### src/rtl/miss_repair_engine_if.sv
// miss_repair_engine_if: MSHR, cache-fill, victim and memory-bus signals of the repair engine
interface miss_repair_engine_if #(
  parameter int BLOCK_SIZE = 128,
  parameter int ADDR_W = 32,
  parameter int BUS_W = 32,
  parameter int ROB_IDX_W = 6
);
  logic repair_req;
  logic [ADDR_W-1:0] repair_req_addr;
  logic [31:0] repair_req_data;
  logic [ROB_IDX_W-1:0] repair_req_rob_idx;
  logic repair_is_store;
  logic repair_ack;
  logic repair_complete;
  logic [ROB_IDX_W-1:0] repair_complete_rob_idx;
  logic cache_wr_en;
  logic cache_is_repair;
  logic cache_is_repair_dirty;
  logic [ADDR_W-1:0] cache_wr_addr;
  logic [BLOCK_SIZE-1:0] cache_wr_data;
  logic wb_evicted_en;
  logic [ADDR_W-1:0] wb_evicted_addr;
  logic [BLOCK_SIZE-1:0] wb_evicted_block;
  logic mem_req_vld;
  logic mem_req_rdy;
  logic mem_req_we;
  logic [ADDR_W-1:0] mem_req_addr;
  logic [BUS_W-1:0] mem_req_wdata;
  logic mem_rsp_vld;
  logic [BUS_W-1:0] mem_rsp_data;
  modport master (
    input repair_req, repair_req_addr, repair_req_data, repair_req_rob_idx, repair_is_store,
    output repair_ack, repair_complete, repair_complete_rob_idx,
    output cache_wr_en, cache_is_repair, cache_is_repair_dirty, cache_wr_addr, cache_wr_data,
    input wb_evicted_en, wb_evicted_addr, wb_evicted_block,
    output mem_req_vld, mem_req_we, mem_req_addr, mem_req_wdata,
    input mem_req_rdy, mem_rsp_vld, mem_rsp_data
  );
  modport slave (
    output repair_req, repair_req_addr, repair_req_data, repair_req_rob_idx, repair_is_store,
    input repair_ack, repair_complete, repair_complete_rob_idx,
    input cache_wr_en, cache_is_repair, cache_is_repair_dirty, cache_wr_addr, cache_wr_data,
    output wb_evicted_en, wb_evicted_addr, wb_evicted_block,
    input mem_req_vld, mem_req_we, mem_req_addr, mem_req_wdata,
    output mem_req_rdy, mem_rsp_vld, mem_rsp_data
  );
endinterface

### src/rtl/miss_repair_engine.sv
// miss_repair_engine: fetches a missed block, merges store data, fills the cache and writes back any dirty victim
module miss_repair_engine #(
  parameter int BLOCK_SIZE = 128,
  parameter int ADDR_W = 32,
  parameter int BUS_W = 32,
  parameter int ROB_IDX_W = 6
) (
  input logic clk_i,
  input logic rst_i,
  miss_repair_engine_if.master m
);
  localparam int BEATS = BLOCK_SIZE / BUS_W;
  localparam int BW = BEATS > 1 ? $clog2(BEATS) : 1;
  localparam int OFF = $clog2(BLOCK_SIZE / 8);
  typedef enum logic [2:0] {IDLE, RD_REQ, RD_DATA, FILL, EVICT, WB_REQ, DONE} state_t;
  state_t state, state_nx;
  logic [ADDR_W-1:0] addr_q, vaddr_q, blk_addr;
  logic [31:0] data_q;
  logic [ROB_IDX_W-1:0] rob_q;
  logic store_q;
  logic [BW-1:0] beat;
  logic [BLOCK_SIZE-1:0] buf_q, vblk_q, fill_data;
  logic [OFF-3:0] word_idx;
  logic last_beat, rsp, wr_hs;
  assign blk_addr = addr_q & ~ADDR_W'(BLOCK_SIZE / 8 - 1);
  assign word_idx = addr_q[OFF-1:2];
  assign last_beat = beat == BW'(BEATS - 1);
  assign rsp = state == RD_DATA && m.mem_rsp_vld;
  assign wr_hs = state == WB_REQ && m.mem_req_rdy;
  always_ff @(posedge clk_i) state <= rst_i ? IDLE : state_nx;
  always_comb begin
    state_nx = state;
    case (state)
      IDLE:    state_nx = m.repair_req ? RD_REQ : IDLE;
      RD_REQ:  state_nx = m.mem_req_rdy ? RD_DATA : RD_REQ;
      RD_DATA: state_nx = rsp && last_beat ? FILL : RD_DATA;
      FILL:    state_nx = EVICT;
      EVICT:   state_nx = m.wb_evicted_en ? WB_REQ : DONE;
      WB_REQ:  state_nx = wr_hs && last_beat ? DONE : WB_REQ;
      default: state_nx = IDLE;
    endcase
  end
  always_ff @(posedge clk_i) begin
    if (rst_i) begin
      addr_q <= '0;
      data_q <= '0;
      rob_q <= '0;
      store_q <= 1'b0;
      beat <= '0;
      buf_q <= '0;
      vaddr_q <= '0;
      vblk_q <= '0;
    end else begin
      if (state == IDLE && m.repair_req) begin
        addr_q <= m.repair_req_addr;
        data_q <= m.repair_req_data;
        rob_q <= m.repair_req_rob_idx;
        store_q <= m.repair_is_store;
      end
      if (state == RD_REQ && m.mem_req_rdy) beat <= '0;
      if (rsp) begin
        buf_q[beat*BUS_W +: BUS_W] <= m.mem_rsp_data;
        beat <= beat + 1'b1;
      end
      if (state == EVICT && m.wb_evicted_en) begin
        vaddr_q <= m.wb_evicted_addr;
        vblk_q <= m.wb_evicted_block;
        beat <= '0;
      end
      if (wr_hs) beat <= beat + 1'b1;
    end
  end
  // Ack is gated by reset so a request seen during reset is never acknowledged.
  always_comb begin
    fill_data = buf_q;
    if (store_q) fill_data[word_idx*32 +: 32] = data_q;
    m.repair_ack = state == IDLE && m.repair_req && !rst_i;
    m.repair_complete = state == DONE;
    m.repair_complete_rob_idx = state == DONE ? rob_q : '0;
    m.cache_wr_en = state == FILL;
    m.cache_is_repair = state == FILL;
    m.cache_is_repair_dirty = state == FILL && store_q;
    m.cache_wr_addr = state == FILL ? blk_addr : '0;
    m.cache_wr_data = state == FILL ? fill_data : '0;
    m.mem_req_vld = state == RD_REQ || state == WB_REQ;
    m.mem_req_we = state == WB_REQ;
    m.mem_req_addr = state == RD_REQ ? blk_addr :
                     state == WB_REQ ? vaddr_q + ADDR_W'(beat) * ADDR_W'(BUS_W / 8) : '0;
    m.mem_req_wdata = state == WB_REQ ? vblk_q[beat*BUS_W +: BUS_W] : '0;
  end
endmodule

### src/flat_wrapper.sv
// flat-port wrapper written by rule: the top's interface ports become plain ports
module miss_repair_engine_flat 
#(
  parameter int BLOCK_SIZE = 128,
  parameter int ADDR_W = 32,
  parameter int BUS_W = 32,
  parameter int ROB_IDX_W = 6
)
  (clk_i, rst_i, m_repair_req, m_repair_req_addr, m_repair_req_data, m_repair_req_rob_idx, m_repair_is_store, m_repair_ack, m_repair_complete, m_repair_complete_rob_idx, m_cache_wr_en, m_cache_is_repair, m_cache_is_repair_dirty, m_cache_wr_addr, m_cache_wr_data, m_wb_evicted_en, m_wb_evicted_addr, m_wb_evicted_block, m_mem_req_vld, m_mem_req_we, m_mem_req_addr, m_mem_req_wdata, m_mem_req_rdy, m_mem_rsp_vld, m_mem_rsp_data);
  miss_repair_engine_if #(.BLOCK_SIZE(BLOCK_SIZE), .ADDR_W(ADDR_W), .BUS_W(BUS_W), .ROB_IDX_W(ROB_IDX_W)) m_i ();
  input logic clk_i;
  input logic rst_i;
  input wire logic [$bits(m_i.repair_req)-1:0] m_repair_req;
  input wire logic [$bits(m_i.repair_req_addr)-1:0] m_repair_req_addr;
  input wire logic [$bits(m_i.repair_req_data)-1:0] m_repair_req_data;
  input wire logic [$bits(m_i.repair_req_rob_idx)-1:0] m_repair_req_rob_idx;
  input wire logic [$bits(m_i.repair_is_store)-1:0] m_repair_is_store;
  output wire logic [$bits(m_i.repair_ack)-1:0] m_repair_ack;
  output wire logic [$bits(m_i.repair_complete)-1:0] m_repair_complete;
  output wire logic [$bits(m_i.repair_complete_rob_idx)-1:0] m_repair_complete_rob_idx;
  output wire logic [$bits(m_i.cache_wr_en)-1:0] m_cache_wr_en;
  output wire logic [$bits(m_i.cache_is_repair)-1:0] m_cache_is_repair;
  output wire logic [$bits(m_i.cache_is_repair_dirty)-1:0] m_cache_is_repair_dirty;
  output wire logic [$bits(m_i.cache_wr_addr)-1:0] m_cache_wr_addr;
  output wire logic [$bits(m_i.cache_wr_data)-1:0] m_cache_wr_data;
  input wire logic [$bits(m_i.wb_evicted_en)-1:0] m_wb_evicted_en;
  input wire logic [$bits(m_i.wb_evicted_addr)-1:0] m_wb_evicted_addr;
  input wire logic [$bits(m_i.wb_evicted_block)-1:0] m_wb_evicted_block;
  output wire logic [$bits(m_i.mem_req_vld)-1:0] m_mem_req_vld;
  output wire logic [$bits(m_i.mem_req_we)-1:0] m_mem_req_we;
  output wire logic [$bits(m_i.mem_req_addr)-1:0] m_mem_req_addr;
  output wire logic [$bits(m_i.mem_req_wdata)-1:0] m_mem_req_wdata;
  input wire logic [$bits(m_i.mem_req_rdy)-1:0] m_mem_req_rdy;
  input wire logic [$bits(m_i.mem_rsp_vld)-1:0] m_mem_rsp_vld;
  input wire logic [$bits(m_i.mem_rsp_data)-1:0] m_mem_rsp_data;
  assign m_i.repair_req = m_repair_req;
  assign m_i.repair_req_addr = m_repair_req_addr;
  assign m_i.repair_req_data = m_repair_req_data;
  assign m_i.repair_req_rob_idx = m_repair_req_rob_idx;
  assign m_i.repair_is_store = m_repair_is_store;
  assign m_repair_ack = m_i.repair_ack;
  assign m_repair_complete = m_i.repair_complete;
  assign m_repair_complete_rob_idx = m_i.repair_complete_rob_idx;
  assign m_cache_wr_en = m_i.cache_wr_en;
  assign m_cache_is_repair = m_i.cache_is_repair;
  assign m_cache_is_repair_dirty = m_i.cache_is_repair_dirty;
  assign m_cache_wr_addr = m_i.cache_wr_addr;
  assign m_cache_wr_data = m_i.cache_wr_data;
  assign m_i.wb_evicted_en = m_wb_evicted_en;
  assign m_i.wb_evicted_addr = m_wb_evicted_addr;
  assign m_i.wb_evicted_block = m_wb_evicted_block;
  assign m_mem_req_vld = m_i.mem_req_vld;
  assign m_mem_req_we = m_i.mem_req_we;
  assign m_mem_req_addr = m_i.mem_req_addr;
  assign m_mem_req_wdata = m_i.mem_req_wdata;
  assign m_i.mem_req_rdy = m_mem_req_rdy;
  assign m_i.mem_rsp_vld = m_mem_rsp_vld;
  assign m_i.mem_rsp_data = m_mem_rsp_data;
  miss_repair_engine #(.BLOCK_SIZE(BLOCK_SIZE), .ADDR_W(ADDR_W), .BUS_W(BUS_W), .ROB_IDX_W(ROB_IDX_W)) u_core (.clk_i(clk_i), .rst_i(rst_i), .m(m_i));
endmodule
### config.mk
export PLATFORM = sky130hd
export DESIGN_NAME = miss_repair_engine_flat
export DESIGN_NICKNAME = d
export VERILOG_FILES = /design/src/rtl/miss_repair_engine_if.sv /design/src/rtl/miss_repair_engine.sv /design/src/flat_wrapper.sv
export SDC_FILE = /design/constraint.sdc
export NUM_CORES = 1
export LEC_CHECK = 0
export ABC_AREA = 1
export CAP_MARGIN = 10
export CORE_ASPECT_RATIO = 0.6
export CORE_UTILIZATION = 45
export CTS_CLUSTER_DIAMETER = 80
export DETAILED_ROUTE_END_ITERATION = 16
export PLACE_DENSITY = 0.73
export SYNTH_ARGS = -nofsm -noshare
export SYNTH_HDL_FRONTEND = slang
export SYNTH_SLANG_ARGS = --single-unit
### constraint.sdc
create_clock -name clk_i -period 7.1 [get_ports clk_i]
set_input_delay 1.065 -clock clk_i [delete_from_list [all_inputs] [get_ports clk_i]]
set_output_delay 1.065 -clock clk_i [all_outputs]
set_load 0.01 [all_outputs]
## After elaboration in Yosys (flattened, before gate mapping)

Cells that the tools add are included.

- RAM bits: 0
- Output and inout bits: 237
- Logic and storage cells: 57
- Memories: 0
- Bits in read-only memories: 0
- Input bits: 269
- Latch bits: 0
- Bits in registers: 364

- Mux-type cells: 19
- Shift operators: 5
- Bitwise gates (word level): 0
- Equal/unequal tests: 7
- Multiply operators: 0
- Reductions and logical operators: 13
- Div/mod/pow operators: 0
- Add/sub/neg operators: 4
- Order comparisons: 0

Operators with widths:

| kind | number |
|---|---|
| bitwise mux 128 bit | 2 |
| two-way mux 128 bit | 2 |
| variable shift 32 x 34 -> 128 bit, first input constant | 2 |
| indexed part select 32 x 34 -> 128 bit | 2 |
| two-way mux 32 bit | 4 |
| indexed part select 128 x 8 -> 32 bit | 1 |
| negator 7 -> 34 bit | 2 |
| adder 32 x 4 -> 32 bit | 1 |
| case mux 3 bit (6 select lines) | 1 |
| two-way mux 2 bit | 7 |
| == test 3 bit, second input constant | 3 |
| logical AND 1 bit | 9 |
| == test 3 x 2 -> 1 bit, second input constant | 2 |
| two-way mux 6 bit | 1 |
| nonzero test 4 bit | 1 |
| == test 3 x 1 -> 1 bit, second input constant | 1 |
| zero test 3 bit | 1 |
| adder 2 x 1 -> 2 bit, second input constant | 1 |
| == test 2 bit, second input constant | 1 |
| two-way mux 1 bit | 2 |
| zero test 1 bit | 1 |
| logical OR 1 bit | 1 |

## Longest topological paths before layout

- Depth after elaboration: 6
- Depth in mapped cells: 11

## Worst setup path before layout

No wires, ideal clock.

- Path kind: register to output
- From: register u_core.beat[1]
- To: output m_mem_req_addr[12]
- Slack: 3.762 ns
- Stages on the path, launching flop included: 10
- Required time: 6.035 ns
- Data arrival time: 2.273 ns
- Cell sequence: dfxtp_1 > clkbuf_1 > inv_1 > buf_1 > fa_1 > nor2_1 > nand2_1 > nor2_1 > o21ai_0 > o21ai_0

- Cells in the longest elaborated chain, start to end: 3

RTL lines:

| element | RTL line | source |
|---|---|---|
| from (decl) | miss_repair_engine.sv:21 | `logic [BW-1:0] beat;` |
| from (signal assigned) | miss_repair_engine.sv:63 | `beat <= beat + 1'b1;` |
| from (signal assigned) | miss_repair_engine.sv:70 | `if (wr_hs) beat <= beat + 1'b1;` |
| adder 32 x 4 -> 32 bit | miss_repair_engine.sv:88 | `state == WB_REQ ? vaddr_q + ADDR_W'(beat) * ADDR_W'(BUS_W / 8) : '0;` |
| two-way mux 32 bit | miss_repair_engine.sv:88 |  |
| two-way mux 32 bit | miss_repair_engine.sv:87 | `m.mem_req_addr = state == RD_REQ ? blk_addr :` |
| to (decl) | flat_wrapper.sv:31 | `output wire logic [$bits(m_i.mem_req_addr)-1:0] m_mem_req_addr;` |

No other way between the ends.

## Worst setup path after layout

- From: register u_core.addr_q[2]
- To: output m_cache_wr_data[90]

- Cells in the longest elaborated chain, start to end: 5

RTL lines:

| element | RTL line | source |
|---|---|---|
| from (decl) | miss_repair_engine.sv:17 | `logic [ADDR_W-1:0] addr_q, vaddr_q, blk_addr;` |
| from (signal assigned) | miss_repair_engine.sv:55 | `addr_q <= m.repair_req_addr;` |
| negator 7 -> 34 bit (*) | miss_repair_engine.sv:76 | `if (store_q) fill_data[word_idx*32 +: 32] = data_q;` |
| indexed part select 32 x 34 -> 128 bit / variable shift 32 x 34 -> 128 bit (equally long branches) | miss_repair_engine.sv:76 |  |
| bitwise mux 128 bit (*) | miss_repair_engine.sv:76 |  |
| two-way mux 128 bit (*) | miss_repair_engine.sv:76 |  |
| two-way mux 128 bit (*) | miss_repair_engine.sv:84 | `m.cache_wr_data = state == FILL ? fill_data : '0;` |
| to (decl) | flat_wrapper.sv:25 | `output wire logic [$bits(m_i.cache_wr_data)-1:0] m_cache_wr_data;` |

Mark *: on every way between the ends. The rest lies on a longest branch, timed or not.

==> run metrics <==
Rows=56; Switch Pwr=1.29 mW; Nets=3315; DRC=0; initial antenna violation count=10; post-layout instance area=24400 sq um; Slew HR=0.131; Primary FF master, synth=dfxtp_1; Seq/Total Area, Yosys=0.397; WP data arrival=5290 ps; sequential fraction of design power=0.449; share of post-route cells with drive strength above 1=0.0451; Max stage delay on crit path=1000 ps; Post-synth EDFFs=0; io pins=506; Post-CTS Setup Bufs=0; Clock Power Share=0.425; first-pass GRT wire length=112000 um; Post-synth ARST share=0; Core Area=39500 sq um; Via Count=20400; vias per cell=5.68; wire per inst=21.8 um; Reg clk slew, reported paths=70 ps; DRT Wirelength=78300 um; port bufs=499; Placed Area=23100 sq um; setup TNS=0 ps; Die Width=262 um; minimum clock period=6360 ps; reg2reg end=u_core.buf_q[80]$_SDFFE_PP0P_; synthesis-to-layout area growth=33.5%; CTS Buf Count=36; CP required=6030 ps; CP cell instances=clkinv_1 > ha_1 > nor2_1 > a31oi_1 > a211oi_1 > clkdlybuf4s50_1; status=complete, no violations; Worst Setup Path Type=reg -> out; Slew Limit Fails=0; Worst Max-Slew Pin Slew=1300 ps; Power Dens Cells=196 nW/um^2; CP Max Fanout=23; hold_buf cts=0; overflow left after global routing=0; Avg Inst Size Synth=6.77 sq um; final worst-path cycle share=0.896; achievable frequency=157 MHz; clk root buf=clkbuf_16; dpl hpwl=54900 um; Leak=8.07 nW; crit path launch type=flop; maximum vdd ir drop=0.000166 V; switch share=0.269; largest net degree at the start of global routing=230; Mapped Area=18200 sq um; Worst-Skew Late Latency=540 ps; max-cap violations=0; Synth Register Bits=362; Hold Crit Depth=2; worst r2r src=u_core.beat[0]$_SDFFE_PP0P_; vias in the first global route=18200; FF-to-FF path depth=10; Initial Util=0.462; P_int=3.50 mW; FF-to-FF setup slack=2430 ps; Post-Synthesis Cells=2693; combinational cell fraction of total power=0.126; post-synthesis cell type count=36; Hold Startpoint=u_core.vblk_q[20]$_SDFFE_PP0P_; Yosys warning total=0; GPL Wtd Cong=1.02; Clock Tree Buf Depth=3; Sink Count=362; H-tree Lvls=2; slowest CP cell=nor2_1; RSZ-0062 raised after global routing=false; Die ar.=41400 sq um; final hold violation count=0; post-cts resize count=0; hold crit path type=reg -> reg; DRT iter0 DRCs=2875; Post-DRT Antenna Nets=0; Final Setup Violations=0; CTS tree=done; Hold EP=u_core.vblk_q[20]$_SDFFE_PP0P_; Hold WS=443 ps; gr usage total=0.361; CP Capture Type=output port; die span in y=158 um; Pre-antenna DRT Iters=7; Fin Clk Skew=10.9 ps
==> layer usage <==
metal	vias up	global-route usage	wire length [um]
li1	9553	-	-
met1	9598	0.498	33500
met2	1093	0.516	32600
met3	115	0.148	10400
met4	2	0.0903	1830
met5	-	0	10
==> critical path, delay by kind of cell, from the launching register on <==
family / cells / cell delay, ps
DFF: 1 / 790
and+or+nand+nor: 1 / 1000
buffers and inverters: 2 / 1400
AOI/OAI and AO/OA: 2 / 710
adders and majority gates: 1 / 860
==> cell usage after synthesis, types with 9 or more instances <==
cell type  number  area (sq um)
a21oi_1       515          2580
a22oi_1        36           270
a31oi_1        14          87.6
buf_1          14          52.6
buf_2          73           365
clkbuf_1      122           458
dfxtp_1       362          7250
ha_1           12           150
inv_1         343          1290
inv_2           9          33.8
nand2_1       369          1390
nand3_1       103           515
nand4_1        29           181
nor2_1        203           762
nor3_1         39           195
nor3b_2        28           350
o21ai_0       336          1680
o22ai_1        35           219
==> final cells by class <==
cell class,instances,area (sq um)
Fill cell,3639,15200
Clock buffer,52,1080
Sequential cell,362,7250
Inverter,355,1340
Timing Repair Buffer,522,5180
Multi-Input combinational cell,1756,8700
Antenna cell,7,17.5
Tap cell,522,653
Clock inverter,10,136
==> worst max path at each step <==
| stage | to | from | cells after the start | slack, ps |
|---|---|---|---|---|
| 4_1_cts | m_cache_wr_data[90] | u_core.addr_q[2]$_SDFFE_PP0P_ | 8 | 950 |
| 3_3_place_gp | m_cache_wr_data[90] | u_core.addr_q[2]$_SDFFE_PP0P_ | 8 | 1530 |
| 3_5_place_dp | m_cache_wr_data[90] | u_core.addr_q[2]$_SDFFE_PP0P_ | 8 | 1560 |
| 5_1_grt | m_cache_wr_data[90] | u_core.addr_q[2]$_SDFFE_PP0P_ | 8 | 590 |
| 2_1_floorplan | m_mem_req_addr[12] | u_core.beat[1]$_SDFFE_PP0P_ | 9 | 3760 |
| 6_report | m_cache_wr_data[90] | u_core.addr_q[2]$_SDFFE_PP0P_ | 6 | 740 |
==> through the flow <==
step                cells  utilization  worst slack, ps  total power [mW]
finish               3586        0.616              742              4.79
global route         3586        0.616              592              4.92
CTS                  3579        0.616              947              4.77
detailed placement   3517        0.585             1560              2.77
global placement     3517        0.585             1530              2.76
floorplan            2696            -             3760              2.46
==> power by group through the flow <==
stage / registers [mW] / logic (mW) / clock network [mW]
floorplan: 2.16 / 0.297 / 0
detailed placement: 2.19 / 0.579 / 0
finish: 2.15 / 0.605 / 2.03
CTS: 2.14 / 0.583 / 2.05
global placement: 2.19 / 0.570 / 0
global route: 2.15 / 0.640 / 2.13
==> layout by cell type (no fill, tap or decap), types with 2 or more instances in the layout <==
cell type,instances
o21ai_0,336
bufinv_16,3
conb_1,4
inv_6,3
nor3_1,39
nor2_4,3
a21oi_1,515
nand2_1,369
nor3_2,3
inv_1,342
a31oi_1,14
inv_2,9
a211oi_1,5
clkbuf_8,10
clkinv_2,4
nor3b_1,4
dfxtp_1,361
clkbuf_1,5
o22ai_1,35
o21ai_1,5
nor2_2,6
nand3_1,102
clkbuf_16,37
a22oi_1,36
diode_2,7
clkinv_1,2
nand4_1,29
clkdlybuf4s50_1,498
nor3b_2,28
nor2_1,202
buf_4,23
ha_1,12
==> kinds of logic after synthesis <==
family	Yosys count	synth area share
and+or+nand+nor	791	0.196
adders and majority gates	13	0.00933
buffers and inverters	578	0.128
xor gates and xnor gates	1	0.000480
AOI/OAI and AO/OA	947	0.269
other	1	0.000206
DFF	362	0.397
==> registers in the layout (all words and copies together) (netlist names) <==
name and cells:
u_core.beat 2, u_core.buf_q 128, u_core.data_q 32, u_core.vaddr_q 32
u_core.state 3, u_core.rob_q 6, u_core.addr_q 30, u_core.store_q 1
u_core.vblk_q 128
No activity file was read; power rests on OpenSTA's default activity.
